===== src/rtl/trigger_sequencer.sv =====
// Multi-channel trigger sequencer: a master rising edge launches per-channel
// delay / pulse / gap bursts, with busy tracking and overrun flagging.
module trigger_sequencer #(
    parameter int N_CHANNELS  = 4,
    parameter int COUNT_WIDTH = 16,
    parameter int BURST_WIDTH = 8
) (
    input  logic                              ipClk,
    input  logic                              ipReset,
    input  logic                              ipMasterTrigger,
    input  logic [N_CHANNELS-1:0]             ipEnable,
    input  logic [N_CHANNELS*COUNT_WIDTH-1:0] ipDelay,
    input  logic [N_CHANNELS*COUNT_WIDTH-1:0] ipLength,
    input  logic [N_CHANNELS*COUNT_WIDTH-1:0] ipGap,
    input  logic [N_CHANNELS*BURST_WIDTH-1:0] ipBurst,
    output logic [N_CHANNELS-1:0]             opTrigger,
    output logic                              opBusy,
    output logic                              opOverrun
);

    typedef enum logic [1:0] {IDLE, DELAY, PULSE, GAP} chanState_t;

    chanState_t             state         [N_CHANNELS];
    chanState_t             stateNext     [N_CHANNELS];
    logic [COUNT_WIDTH-1:0] count         [N_CHANNELS];
    logic [COUNT_WIDTH-1:0] countNext     [N_CHANNELS];
    logic [COUNT_WIDTH-1:0] lenLatch      [N_CHANNELS];
    logic [COUNT_WIDTH-1:0] lenLatchNext  [N_CHANNELS];
    logic [COUNT_WIDTH-1:0] gapLatch      [N_CHANNELS];
    logic [COUNT_WIDTH-1:0] gapLatchNext  [N_CHANNELS];
    logic [BURST_WIDTH-1:0] burstLeft     [N_CHANNELS];
    logic [BURST_WIDTH-1:0] burstLeftNext [N_CHANNELS];

    logic                  prevTrigger;
    logic                  masterEdge;
    logic                  acceptEdge;
    logic [N_CHANNELS-1:0] triggerNext;
    logic [N_CHANNELS-1:0] activeNow;

    assign masterEdge = ipMasterTrigger & ~prevTrigger;
    assign acceptEdge = masterEdge & ~opBusy;

    // Counters hold the remaining cycles of the current phase and advance on reaching 1,
    // so an all-ones load gives exactly 2^W-1 cycles without wrapping.
    always_comb begin
        for (int k = 0; k < N_CHANNELS; k++) begin
            stateNext[k]     = state[k];
            countNext[k]     = count[k];
            lenLatchNext[k]  = lenLatch[k];
            gapLatchNext[k]  = gapLatch[k];
            burstLeftNext[k] = burstLeft[k];

            case (state[k])
                IDLE: begin
                    if (acceptEdge && ipEnable[k] &&
                        ipLength[k*COUNT_WIDTH +: COUNT_WIDTH] != '0) begin
                        lenLatchNext[k]  = ipLength[k*COUNT_WIDTH +: COUNT_WIDTH];
                        gapLatchNext[k]  = (ipGap[k*COUNT_WIDTH +: COUNT_WIDTH] == '0) ?
                                           COUNT_WIDTH'(1) : ipGap[k*COUNT_WIDTH +: COUNT_WIDTH];
                        burstLeftNext[k] = (ipBurst[k*BURST_WIDTH +: BURST_WIDTH] == '0) ?
                                           BURST_WIDTH'(1) : ipBurst[k*BURST_WIDTH +: BURST_WIDTH];
                        if (ipDelay[k*COUNT_WIDTH +: COUNT_WIDTH] == '0) begin
                            stateNext[k] = PULSE;
                            countNext[k] = ipLength[k*COUNT_WIDTH +: COUNT_WIDTH];
                        end else begin
                            stateNext[k] = DELAY;
                            countNext[k] = ipDelay[k*COUNT_WIDTH +: COUNT_WIDTH];
                        end
                    end
                end
                DELAY, GAP: begin
                    if (count[k] == COUNT_WIDTH'(1)) begin
                        stateNext[k] = PULSE;
                        countNext[k] = lenLatch[k];
                    end else begin
                        countNext[k] = count[k] - COUNT_WIDTH'(1);
                    end
                end
                PULSE: begin
                    if (count[k] != COUNT_WIDTH'(1)) begin
                        countNext[k] = count[k] - COUNT_WIDTH'(1);
                    end else if (burstLeft[k] == BURST_WIDTH'(1)) begin
                        stateNext[k]     = IDLE;
                        countNext[k]     = '0;
                        burstLeftNext[k] = '0;
                    end else begin
                        stateNext[k]     = GAP;
                        countNext[k]     = gapLatch[k];
                        burstLeftNext[k] = burstLeft[k] - BURST_WIDTH'(1);
                    end
                end
                default: begin
                    stateNext[k] = IDLE;
                    countNext[k] = '0;
                end
            endcase

            triggerNext[k] = (stateNext[k] == PULSE);
            activeNow[k]   = (state[k] != IDLE);
        end
    end

    // Busy includes the accepting edge so it rises the cycle after the edge and
    // trails the last channel's return to IDLE by one cycle.
    always_ff @(posedge ipClk) begin
        if (ipReset) begin
            for (int k = 0; k < N_CHANNELS; k++) begin
                state[k]     <= IDLE;
                count[k]     <= '0;
                lenLatch[k]  <= '0;
                gapLatch[k]  <= '0;
                burstLeft[k] <= '0;
            end
            prevTrigger <= 1'b1;
            opTrigger   <= '0;
            opBusy      <= 1'b0;
            opOverrun   <= 1'b0;
        end else begin
            for (int k = 0; k < N_CHANNELS; k++) begin
                state[k]     <= stateNext[k];
                count[k]     <= countNext[k];
                lenLatch[k]  <= lenLatchNext[k];
                gapLatch[k]  <= gapLatchNext[k];
                burstLeft[k] <= burstLeftNext[k];
            end
            prevTrigger <= ipMasterTrigger;
            opTrigger   <= triggerNext;
            opBusy      <= (|activeNow) | acceptEdge;
            opOverrun   <= masterEdge & opBusy;
        end
    end

endmodule


===== config.mk =====
export PLATFORM = sky130hd
export DESIGN_NAME = trigger_sequencer
export DESIGN_NICKNAME = d
export VERILOG_FILES = /design/src/rtl/trigger_sequencer.sv
export SDC_FILE = /design/constraint.sdc
export NUM_CORES = 1
export LEC_CHECK = 0
export BUFFER_PORTS_ARGS = -buffer_cell sky130_fd_sc_hd__buf_2
export CORE_UTILIZATION = 30
export CTS_CLUSTER_SIZE = 14
export DETAILED_ROUTE_END_ITERATION = 12
export SETUP_SLACK_MARGIN = 0.15
export SYNTH_ARGS = -nofsm -noshare
export SYNTH_HDL_FRONTEND = slang
export SYNTH_SLANG_ARGS = --single-unit
export TNS_END_PERCENT = 100

===== constraint.sdc =====
create_clock -name ipClk -period 3.6 [get_ports ipClk]
set_input_delay 0 -clock ipClk [delete_from_list [all_inputs] [get_ports ipClk]]
set_output_delay 0 -clock ipClk [all_outputs]
set_load 0.05 [all_outputs]

# Yosys cells after proc, flatten, opt, wreduce, memory -nomap -nowiden
# Memory sizes are Yosys's and may differ from the RTL's.
# Index checks and enable logic that the tools add are counted.
[totals]
elab_cells = 219
ram_bits = 232
in_bits = 231
out_inout_bits = 6
regBits = 7
mem_count = 5
[classes]
n_eq_ne = 28
muxes = 111
reduce_logical = 37
n_addsub = 8
bitwise = 26
[memory_table]
columns = ["name", "depth", "word_bits", "rd", "rd_clocked_by_memory_dff", "wr", "line", "source"]
rows = [
  ["count", 4, 16, 4, 0, 4, "25", "logic [COUNT_WIDTH-1:0] count [N_CHANNELS];"],
  ["gapLatch", 4, 16, 4, 0, 4, "29", "logic [COUNT_WIDTH-1:0] gapLatch [N_CHANNELS];"],
  ["lenLatch", 4, 16, 4, 0, 4, "27", "logic [COUNT_WIDTH-1:0] lenLatch [N_CHANNELS];"],
  ["burstLeft", 4, 8, 4, 0, 4, "31", "logic [BURST_WIDTH-1:0] burstLeft [N_CHANNELS];"],
  ["state", 4, 2, 4, 0, 4, "23", "chanState_t state [N_CHANNELS];"],
]
[op_table]
columns = ["operator", "count"]
rows = [
  ["2-to-1 mux 16 bit", 52],
  ["case mux 16 bit (3 select lines)", 4],
  ["2-to-1 mux 8 bit", 20],
  ["logical NOT 16 bit", 8],
  ["== test 16 x 1 -> 1 bit (second input constant)", 4],
  ["inequality test 16 x 1 -> 1 bit (second input constant)", 4],
  ["case mux 8 bit (2 select lines)", 4],
  ["nonzero test 16 bit", 4],
  ["subtractor 16 x 1 -> 16 bit (second input constant)", 4],
  ["2-to-1 mux 2 bit", 24],
  ["== test 8 x 1 -> 1 bit (second input constant)", 4],
  ["logical NOT 8 bit", 4],
  ["subtractor 8 x 1 -> 8 bit (second input constant)", 4],
  ["== test 2 bit (second input constant)", 12],
  ["case mux 2 bit (3 select lines)", 4],
  ["bitwise OR 1 bit", 21],
  ["== test 2 x 1 -> 1 bit (second input constant)", 4],
  ["logical AND 1 bit", 8],
  ["logical NOT 2 bit", 4],
  ["nonzero test 2 bit", 4],
  ["OR reduction 2 bit", 4],
  ["OR reduction 4 bit", 1],
  ["bitwise AND 1 bit", 3],
  ["2-to-1 mux 1 bit", 3],
  ["NOT 1 bit", 2],
]

# Depth between registers and ports, before layout
# Gate-level depths: netlist (run 1).
[logic_depth]
ltp_word = 8
mapped_depth = 10
ltp_nobuf = 8

# Worst setup path before layout (run 1)
# No wires, ideal clock.
[synth_path]
path_kind = "reg2reg"
startpoint = "memory count[3][0]"
endpoint = "memory count[3][6]"
t_arrival_ps = 2013
synth_period_minus_slack_ps = 2145
setup_slack_ps = 1455
setup_ps = 132
n_path_buf = 0
stages_incl_launch_ff = 8
required_time_ps = 3468
cell_sequence = "dfxtp_1 > ha_1 > or4b_2 > nor2_1 > nand3_1 > o21ai_0 > o22a_1 > a21oi_1"
[synth_rtl]
columns = ["item", "line"]
rows = [
  ["start: declaration", "25"],
]

==> flow_metrics.py, run 1 <==
metrics = {
    "cts": {
        "root_buffer": "clkbuf_16",
        "tritoncts_num_sinks": 239,
        "cts_inserted_buffers": 30,
        "tritoncts_clock_tree": "yes",
        "cts_setup_buffers": 0,
        "max-clock-path-buffers": 3,
        "worstSkewPairLatency_ps": 570,
        "htree_num_levels": 1,
        "clkSlewWorstSetupHoldPaths_ps": 60,
    },
    "final_layout": {
        "final_net_count": 2469,
        "area.growth.synth_to_final_pct": 37.31,
        "post_route_cells_drive_above_1_share": 0.1581,
        "postLayoutCoreUtil": 0.4168,
        "antennaDiodeCount": 0,
    },
    "global_routing": {
        "gr-total-overflow": 0,
        "grt_util_met3": 0.03237,
        "grt_first_pass_wirelength_um": 83770,
        "pin_count_of_the_biggest_net_entering_global_routing": 91,
        "grt_pass1_vias": 15359,
        "antenna_found_initial": 0,
        "grt_use_met1": 0.2957,
        "met2_usage": 0.3839,
        "grt_usage": 0.2295,
        "global_route.peak_usage_layer": "met2",
    },
    "worst_setup_path": {
        "end_kind": "flop",
        "critical_path.cell_chain": "dlygate4sd3_1 > buf_2 > nor4_1 > a41o_1 > buf_4 > or2_2 > o21ai_1 > nor2_1 > nor3_1 > dlygate4sd3_1",
        "timing.critical_path.mode_cell": "dlygate4sd3_1",
        "critPathLaunchType": "input pin",
        "setup.worst_path.class": "input pin to flop",
        "worst-path-max-fanout": 35,
        "critPathArrivalTime_ps": 3610,
        "timing.critical_path.required_ps": 4050,
        "critical-path-slowest-cell": "nor4_1",
        "slowest_delay_ps": 620,
    },
    "status": {
        "outcome": "completed",
    },
    "floorplan": {
        "die_area_sq_um": 45590,
        "fp.dieH_um": 213.5,
        "start_util": 0.3035,
        "top_level_ports": 237,
        "fp.dieW_um": 213.5,
        "core_area_sq_um": 44220,
        "row_count": 77,
    },
    "sta": {
        "finalHoldViolations": 0,
        "setup_slack_ps": 447.5,
        "maximum_achievable_frequency_ghz": 0.3172,
        "min_period_ps": 3152,
        "fin_worst_skew_ps": 10.95,
        "grt_setup_unrepaired": "false",
        "totalNegativeSetupSlack_ps": 0,
        "setup_viol": 0,
        "max_slew.worst_pin.slew_ps": 1029,
        "period_share": 0.8757,
        "whs_ps": 22.55,
        "maxSlewHeadroom": 0.3140,
        "finalMaxSlewViolations": 0,
    },
    "logic_synthesis": {
        "synth.avg_cell_area_sq_um": 7.335,
        "yosysWarningCount": 0,
        "postSynthCellCount": 1830,
        "synth-main-ff-cell": "dfxtp_1",
        "synth_seq_area_share": 0.3565,
        "post_synth_instance_area_sq_um": 13420,
        "postSynth.asyncResetShare": 0,
        "synthesis.nets": 2077,
        "synth_edf_count": 0,
        "synth.distinct_cells": 83,
        "synth-seq-cells": 239,
    },
    "power_and_ir_drop": {
        "vdd_drop_max_uv": 340.9,
        "pwr_density_cell_nw_per_um2": 425.9,
        "cellLeakagePower_nw": 6.805,
    },
    "route": {
        "drcViolationCount": 0,
        "post_drt_via_cell_ratio": 5.640,
        "first_pass_iters": 8,
        "routed_wire_length_per_instance_um": 18.96,
        "route.antenna.remaining_nets": 0,
        "drt_iter0_drc": 1330,
        "num_vias": 16007,
        "drt_wl_total_um": 53810,
    },
    "hold_path": {
        "hp-class": "input pin to flop",
    },
    "run": {
        "maximum_capacitance_violations": 0,
    },
    "place": {
        "place_worst_setup_slack_ps": 817.0,
        "place.detailed.hpwl_um": 36860,
        "port-buffer-count": 236,
        "gpl.final_weighted_congestion": 0.9467,
    },
}
[layout by cell type, fill, tap and decap left out, drive strengths merged, types with 18 or more instances in the layout]
cell type | synthesis | routed
nand2 | 361 | 361
a21oi | 286 | 286
buf | 17 | 253
dfxtp | 239 | 239
dlygate4sd3 | 0 | 230
nor2 | 134 | 134
o21ai | 95 | 95
nor4 | 70 | 70
nor3 | 50 | 50
a211oi | 41 | 41
clkbuf | 106 | 35
inv | 30 | 31
nand3 | 27 | 27
o22ai | 24 | 24
a31oi | 21 | 21
a22oi | 18 | 18
[cell families after synthesis]
kind of cell | count (synthesis) | synth area share
AOI/OAI and AO/OA | 633 | 0.2932
DFF | 239 | 0.3565
and+or+nand+nor | 754 | 0.2678
muxes | 5 | 0.003915
buffers and inverters | 153 | 0.04418
xor gates and xnor gates | 30 | 0.01957
adders and majority gates | 16 | 0.01491
[sequential cells by signal (all words and copies together) (netlist names)]
| signal | count |
|---|---|
| gapLatch | 64 |
| burstLeft | 32 |
| opOverrun | 1 |
| lenLatch | 64 |
| prevTrigger | 1 |
| count | 64 |
| state | 8 |
| opBusy | 1 |
| opTrigger | 4 |
[final timing paths]
kind / end / slack [ps] / depth (start not counted) / from
min: count[2][2] / 20 / 5 / ipDelay[34]
max reg2reg: burstLeft[1][6] / 530 / 7 / count[1][7]
max: burstLeft[0][4] / 450 / 10 / ipLength[15]
min reg2reg: lenLatch[1][11] / 460 / 2 / lenLatch[1][11]
[synthesized netlist by cell type (4+ instances only)]
| cell type | n | area share |
|---|---|---|
| or3_1 | 9 | 0.0042 |
| or4_1 | 9 | 0.0050 |
| nand2b_1 | 11 | 0.0051 |
| nand4_1 | 9 | 0.0042 |
| o221ai_1 | 6 | 0.0039 |
| a2111oi_0 | 4 | 0.0026 |
| ha_1 | 16 | 0.015 |
| nor3_1 | 50 | 0.019 |
| buf_2 | 15 | 0.0056 |
| a211o_1 | 9 | 0.0059 |
| nor2_1 | 131 | 0.037 |
| o31ai_1 | 9 | 0.0050 |
| nor2b_1 | 5 | 0.0023 |
| inv_1 | 30 | 0.0084 |
| a22oi_1 | 18 | 0.010 |
| a41oi_1 | 4 | 0.0026 |
| a31oi_1 | 21 | 0.0098 |
| nand3_1 | 27 | 0.010 |
| nor4b_1 | 7 | 0.0046 |
| xor2_1 | 13 | 0.0085 |
| nor4_1 | 65 | 0.030 |
| o32a_1 | 7 | 0.0052 |
| or2_2 | 11 | 0.0051 |
| o211ai_1 | 17 | 0.0095 |
| a21o_1 | 15 | 0.0084 |
| and2_1 | 11 | 0.0051 |
| o22ai_1 | 24 | 0.011 |
| o32ai_1 | 4 | 0.0026 |
| a21oi_1 | 285 | 0.11 |
| xnor2_1 | 17 | 0.011 |
| nor3b_1 | 8 | 0.0045 |
| a211oi_1 | 41 | 0.023 |
| o221a_2 | 10 | 0.0084 |
| o41ai_1 | 6 | 0.0039 |
| nand2_1 | 359 | 0.10 |
| and3_1 | 10 | 0.0047 |
| dfxtp_1 | 239 | 0.36 |
| o21ai_0 | 91 | 0.034 |
| clkbuf_1 | 106 | 0.030 |
| a221oi_1 | 13 | 0.0085 |
| a311oi_1 | 11 | 0.0072 |
| and4_1 | 8 | 0.0052 |
[critical path: cells and delay by family]
family	cells	cell delay (ps)
AO/OA/AOI/OAI	2	610
AND/OR/NAND/NOR	4	1460
buffers and inverters	4	1520
[power by group]
| group | leakage, nW | switching [mW] | internal [mW] | total [mW] |
|---|---|---|---|---|
| sequential | 1.94 | 0.127 | 2.74 | 2.87 |
| combinational | 4.32 | 0.876 | 0.692 | 1.57 |
| clock | 0.545 | 1.28 | 2.13 | 3.41 |
[cell type report]
class	count	area [sq um]
fill	4442	25790
multi-input combinational	1438	8050
sequential	239	4785
timing repair buffer	483	3617
clock buffer	35	820.8
tap	592	740.7
clock inverter	21	305.3
inverter	30	112.6
[per-layer routing]
| layer | vias up | part of all wire |
|---|---|---|
| met5 | - | 0 |
| met4 | 0 | 0.045 |
| met3 | 189 | 0.063 |
| met2 | 746 | 0.47 |
| met1 | 7579 | 0.42 |
| li1 | 7493 | - |
[metrics by stage]
step | power, mW | instance area, sq um | cells
5_1_grt | 8.194 | 18430 | 2838
6_report | 7.850 | 18430 | 2838
2_1_floorplan | 3.797 | 13420 | 1830
3_3_place_gp | 4.253 | 15000 | 2552
4_1_cts | 7.887 | 18430 | 2838
3_5_place_dp | 4.260 | 15000 | 2552
[repair_timing]
action	in CTS	in global routing
resized for setup	0	0
hold buffers	230	0
hold endpoints to repair	223	0
(Power assumes the default switching activity.)
==> run 2: changes to the inputs <==
- PLACE_DENSITY: default -> 0.49
==> run 2 against run 1 <==
  * Sequential share of layout area decreased by 0.42 points
  * Clock-buffer cell count decreased by 1
  * Combinational power about the same
  * Final area increased by 1.7%
  * Global-route usage increased by 0.27 points
  * Critical path depth decreased by 4
  * Power about the same
  * Register-to-register slack improved by 90 ps
  * Die area unchanged
  * Routed wire length increased by 1.8%
  * Sequential cell count unchanged
  * Non-clock buffer count increased by 33
==> flow_metrics.py, run 2 (same netlist as run 1, synthesis figures left out) <==
metrics = {
    "sta": {
        "period_share": 0.8285,
        "fin_worst_skew_ps": 17.90,
        "max_slew.worst_pin.slew_ps": 891.2,
        "finalHoldViolations": 0,
        "maximum_achievable_frequency_ghz": 0.3353,
        "maxSlewHeadroom": 0.4059,
        "whs_ps": 36.12,
        "finalMaxSlewViolations": 0,
        "totalNegativeSetupSlack_ps": 0,
        "setup_viol": 0,
        "min_period_ps": 2983,
        "grt_setup_unrepaired": "false",
    },
    "route": {
        "drt_wl_total_um": 54800,
        "drcViolationCount": 0,
        "post_drt_via_cell_ratio": 5.487,
        "routed_wire_length_per_instance_um": 19.08,
        "first_pass_iters": 5,
        "num_vias": 15760,
        "drt_iter0_drc": 1174,
        "route.antenna.remaining_nets": 0,
    },
    "floorplan": {
        "core_area_sq_um": 44220,
        "start_util": 0.3035,
        "die_area_sq_um": 45590,
        "fp.dieH_um": 213.5,
        "top_level_ports": 237,
        "fp.dieW_um": 213.5,
        "row_count": 77,
    },
    "global_routing": {
        "pin_count_of_the_biggest_net_entering_global_routing": 138,
        "grt_pass1_vias": 15045,
        "antenna_found_initial": 2,
        "grt_usage": 0.2322,
        "gr-total-overflow": 0,
        "grt_first_pass_wirelength_um": 83990,
    },
    "cts": {
        "cts_inserted_buffers": 30,
        "cts_setup_buffers": 0,
        "clkSlewWorstSetupHoldPaths_ps": 60,
        "max-clock-path-buffers": 3,
        "root_buffer": "clkbuf_16",
        "tritoncts_num_sinks": 239,
        "tritoncts_clock_tree": "yes",
        "htree_num_levels": 1,
        "worstSkewPairLatency_ps": 580,
    },
    "power_and_ir_drop": {
        "power.switching_fraction": 0.2911,
        "power.share.combinational": 0.201,
        "p_sw_mw": 2.284,
        "seq_power_share": 0.366,
        "power_report.internal_total_mw": 5.562,
        "pwr_density_cell_nw_per_um2": 418.8,
        "clock_network_power_share": 0.433,
        "vdd_drop_max_uv": 423.2,
        "cellLeakagePower_nw": 7.007,
    },
    "worst_setup_path": {
        "end_kind": "flop",
        "critPathArrivalTime_ps": 3420,
        "setup.worst_path.class": "flop to flop",
        "timing.critical_path.required_ps": 4030,
        "worst-path-max-fanout": 27,
        "critPathLaunchType": "flop",
    },
    "final_layout": {
        "registers_with_the_most_flip_flops": "count (64), gapLatch (64), lenLatch (64)",
        "area.growth.synth_to_final_pct": 39.59,
        "layout.cells.most_common": "nand2_1",
        "final_net_count": 2502,
        "post_route_cells_drive_above_1_share": 0.1610,
        "most-common-layout-cells": "nand2_1, a21oi_1, dlygate4sd3_1, dfxtp_1, buf_2",
    },
    "place": {
        "port-buffer-count": 236,
        "place.detailed.hpwl_um": 37930,
        "gpl.final_weighted_congestion": 0.9276,
    },
    "run": {
        "maximum_capacitance_violations": 0,
    },
    "status": {
        "outcome": "completed",
    },
    "hold_path": {
        "hp-class": "input pin to flop",
    },
}
[run 2: layer usage]
layer	part of all wire	up-vias	GRT usage	wire length, um
li1	-	7576	-	-
met1	0.45	7493	0.3112	24510
met2	0.47	583	0.3852	25540
met3	0.056	106	0.03032	3093
met4	0.030	2	0.07340	1643
met5	0.00024	-	0	13
[run 2: power groups by stage]
stage	Clock (mW)	Combinational (mW)	Sequential (mW)
floorplan	0	0.911	2.89
global placement	0	1.36	2.92
detailed placement	0	1.35	2.93
CTS	3.51	1.55	2.87
global route	3.61	1.72	2.88
finish	3.40	1.58	2.87
[run 2: final timing paths]
| path | from | endpoint | slack (ps) | cells after the start |
|---|---|---|---|---|
| worst max register to register | prevTrigger | gapLatch[3][0] | 620 | 6 |
| worst max-delay path | prevTrigger | gapLatch[3][0] | 620 | 6 |
| worst min register to register | lenLatch[0][1] | lenLatch[0][1] | 450 | 2 |
| worst min-delay path | ipDelay[42] | count[2][10] | 40 | 5 |
[run 2: area by class of cell]
class / count / area [sq um]
diodes: 1 / 2.502
clock buffers: 34 / 807.0
clock inverters: 22 / 309.0
fillers: 4553 / 25480
inverters: 30 / 112.6
multi-input cells: 1438 / 8050
flip-flops and latches: 239 / 4785
well taps: 592 / 740.7
repair buffers: 516 / 3930
[run 2: repair_timing]
action                    in CTS  in global routing
resized for setup              0                  0
hold endpoints to repair     222                  0
hold buffers                 251                  0
[run 2: worst max-delay path: stages (launching register included)]
cell           delay [ps]
dfxtp_1               340
nor3b_2               490
buf_4                 240
nand4_2               660
a311oi_1              490
dlygate4sd3_1         590
nor3_1                 40
[run 2: metrics by stage]
step	worst slack, ps	total power, mW	cells	util	instance area [sq um]
final	617.5	7.846	2872	0.4237	18740
after global routing	388.5	8.211	2871	0.4236	18730
after CTS	532.6	7.925	2871	0.4236	18730
after detailed placement	928.7	4.275	2564	0.3416	15110
after global placement	977.0	4.280	2564	0.3416	15110
after floorplan	1455	3.797	1830	-	13420
==> run 3: changes to the inputs <==
- ABC_AREA: default -> 1
- clock period: 3.6 -> 2.9 ns (I/O delays scaled with it)
==> run 3 against run 2 <==
  * Final cell count rose by 23%
  * Clock-buffer cell count rose by 10
  * First-iteration DRC count rose by 9.4%
  * Fmax rose by 19%
  * Worst setup slack got worse by 220 ps
  * Critical path depth rose by 6
  * Sequential share of layout area fell by 1.5 points
  * Worst hold slack improved by 2.0 ps
==> flow_metrics.py, run 3 <==
metrics = {
    "status": {
        "outcome": "completed",
    },
    "place": {
        "dp_cells": 3252,
        "post_dp_cell_area_sq_um": 16540,
        "place_worst_setup_slack_ps": 678.6,
        "gpl.final_weighted_congestion": 0.8935,
        "place.detailed.hpwl_um": 40030,
        "port-buffer-count": 236,
    },
    "logic_synthesis": {
        "synth_seq_area_share": 0.3242,
        "synth-seq-cells": 239,
        "synth-adder-area-share": 0.01357,
        "postSynthCellCount": 2427,
        "synth_mux_area_frac": 0,
        "netlist_top_cells_area": "dfxtp_1, nand2_1, o21ai_0, nor2_1, inv_1",
        "synth.distinct_cells": 47,
        "postSynth.asyncResetShare": 0,
        "synth.avg_cell_area_sq_um": 6.081,
        "synthTopCellsByCount": "nand2_1, nor2_1, o21ai_0, inv_1, dfxtp_1",
        "synth_compound_area_frac": 0.1895,
        "synth_simple_gate_area_share": 0.3507,
        "synth_xor_xnor_area_share": 0.02136,
        "post-synth-top-area-fraction": 0.3242,
        "synth-main-ff-cell": "dfxtp_1",
        "post_synth_instance_area_sq_um": 14760,
        "synthesis.nets": 2674,
        "yosysWarningCount": 0,
        "synth_edf_count": 0,
        "synth_top_family_by_area": "simple AND/OR/NAND/NOR gates",
        "yosys.cell_count.top_type": "nand2_1",
        "synth_top_cell_by_area": "dfxtp_1",
    },
    "final_layout": {
        "fill_cells": 5142,
        "post_route_cells_drive_above_1_share": 0.1287,
        "post-route-cell-area_sq_um": 19880,
        "final_net_count": 3108,
        "layout.cells.most_common": "nand2_1",
        "registers_with_the_most_flip_flops": "count (64), gapLatch (64), lenLatch (64)",
        "area.growth.synth_to_final_pct": 34.69,
        "multi_input_comb_area_sq_um": 8494,
        "most-common-layout-cells": "nand2_1, nor2_1, o21ai_0, inv_1, dfxtp_1",
        "stdcell_count": 3541,
        "sequential_cell_area_sq_um": 4786,
    },
    "global_routing": {
        "gr-total-overflow": 0,
        "antenna_found_initial": 3,
        "grt_first_pass_wirelength_um": 88930,
        "grt_pass1_vias": 17063,
        "grt_usage": 0.2195,
        "pin_count_of_the_biggest_net_entering_global_routing": 84,
    },
    "worst_setup_path": {
        "worst-path-max-fanout": 15,
        "worst_r2r_path_depth": 12,
        "end_kind": "flop",
        "setup.worst_path.class": "flop to flop",
        "critPathLaunchType": "flop",
        "timing.critical_path.required_ps": 3360,
        "critPathArrivalTime_ps": 2960,
    },
    "route": {
        "routed_wire_length_per_instance_um": 15.88,
        "drt_wl_total_um": 56250,
        "post_drt_via_cell_ratio": 4.909,
        "num_vias": 17382,
        "drt_iter0_drc": 1284,
        "route.antenna.remaining_nets": 0,
        "drcViolationCount": 0,
        "first_pass_iters": 5,
    },
    "sta": {
        "min_period_ps": 2501,
        "max_slew.worst_pin.slew_ps": 873.6,
        "maximum_achievable_frequency_ghz": 0.3999,
        "totalNegativeSetupSlack_ps": 0,
        "maxSlewHeadroom": 0.4176,
        "setup_slack_ps": 399.4,
        "setup_viol": 0,
        "finalHoldViolations": 0,
        "whs_ps": 38.11,
        "grt_setup_unrepaired": "false",
        "fin_worst_skew_ps": 10.22,
        "finalMaxSlewViolations": 0,
        "period_share": 0.8623,
    },
    "cts": {
        "htree_num_levels": 1,
        "root_buffer": "clkbuf_16",
        "tritoncts_num_sinks": 239,
        "max-clock-path-buffers": 3,
        "tritoncts_clock_tree": "yes",
        "clkSlewWorstSetupHoldPaths_ps": 60,
        "cts_inserted_buffers": 30,
        "worstSkewPairLatency_ps": 580,
    },
    "run": {
        "maximum_capacitance_violations": 0,
    },
    "floorplan": {
        "top_level_ports": 237,
        "row_count": 80,
        "die_area_sq_um": 50080,
        "fp.dieH_um": 223.8,
        "fp.dieW_um": 223.8,
        "core_area_sq_um": 48150,
        "start_util": 0.3065,
    },
    "hold_path": {
        "hp-class": "input pin to flop",
        "holdPathStages": 5,
    },
    "power_and_ir_drop": {
        "cellLeakagePower_nw": 8.876,
        "vdd_drop_max_uv": 433.9,
        "pwr_density_cell_nw_per_um2": 476.2,
    },
}
## run 3: cell count changes in the layout (fill, tap and decap cells not counted), sizes merged, moves of 13 or more
cell and change:
dlygate4sd3 -18, nor2 +246, a22oi -18, nor3 -31, a21oi -109, o21ai +226
a31oi -13, inv +246, a221oi -13, nor4 -61, nand2 +207, a21o -15
a211oi -35, nand3 +179
## run 3: area by class of cell
type / instances / share of cell area
Antenna cell: 2 / 0.0002518
Clock buffer: 44 / 0.04400
Clock inverter: 10 / 0.005602
Inverter: 280 / 0.05306
Multi-Input combinational cell: 1814 / 0.4273
Sequential cell: 239 / 0.2408
Tap cell: 656 / 0.04129
Timing Repair Buffer: 496 / 0.1877
## run 3: logic make-up (layout without fill, tap and decap cells)
logic type	count (synthesis)	after routing
AO/OA/AOI/OAI	539	539
XOR/XNOR	36	36
adder cells (fa/ha/maj)	16	16
buffers and inverters	374	830
flip-flops	239	239
other	0	2
AND/OR/NAND/NOR	1223	1223
## run 3: through the flow
stage	utilization	power, mW
global placement	0.3436	5.473
finish	0.4129	9.466
CTS	0.4126	9.537
detailed placement	0.3436	5.481
floorplan	-	4.847
global route	0.4129	9.983
## run 3: worst max-delay path: stages (launching register included)
cell           delay, ps
dfxtp_1              310
inv_1                140
ha_1                 250
nand2_1               70
nor2_1               130
nand2_2              190
inv_2                270
o21ai_0              130
nand3_1               80
o21ai_0              100
nor2_1               110
nor2_1                40
dlygate4sd3_1        560
## run 3: worst paths after layout
check              startpoint           to  slack (ps)
setup / recovery  count[1][1]  count[1][0]         400
hold / removal    ipDelay[20]  count[1][4]          40
setup reg to reg  count[1][1]  count[1][0]         400
hold reg to reg   prevTrigger    opOverrun         420
## run 3: report_power, final
group          total [mW]  leakage, nW  internal, mW  switching, mW
Sequential           3.55         1.94          3.43          0.123
Combinational        2.13         6.46         0.857           1.28
Clock                3.78        0.476          2.25           1.53
## run 3: layer usage
metal  GRT usage  up-vias  share of wire
met2      0.3684      537           0.46
met3     0.02873      122          0.050
li1            -     8725              -
met1      0.2886     7996           0.45
met5           0        -        0.00020
met4     0.07490        2          0.034
## run 3: what timing repair did
| item | CTS | global route |
|---|---|---|
| endpoints found under the setup margin | 0 | 3 |
| buffers inserted | 0 | 0 |
| resized for setup | 0 | 3 |
| hold endpoints to repair | 227 | 0 |
| hold buffers | 233 | 0 |
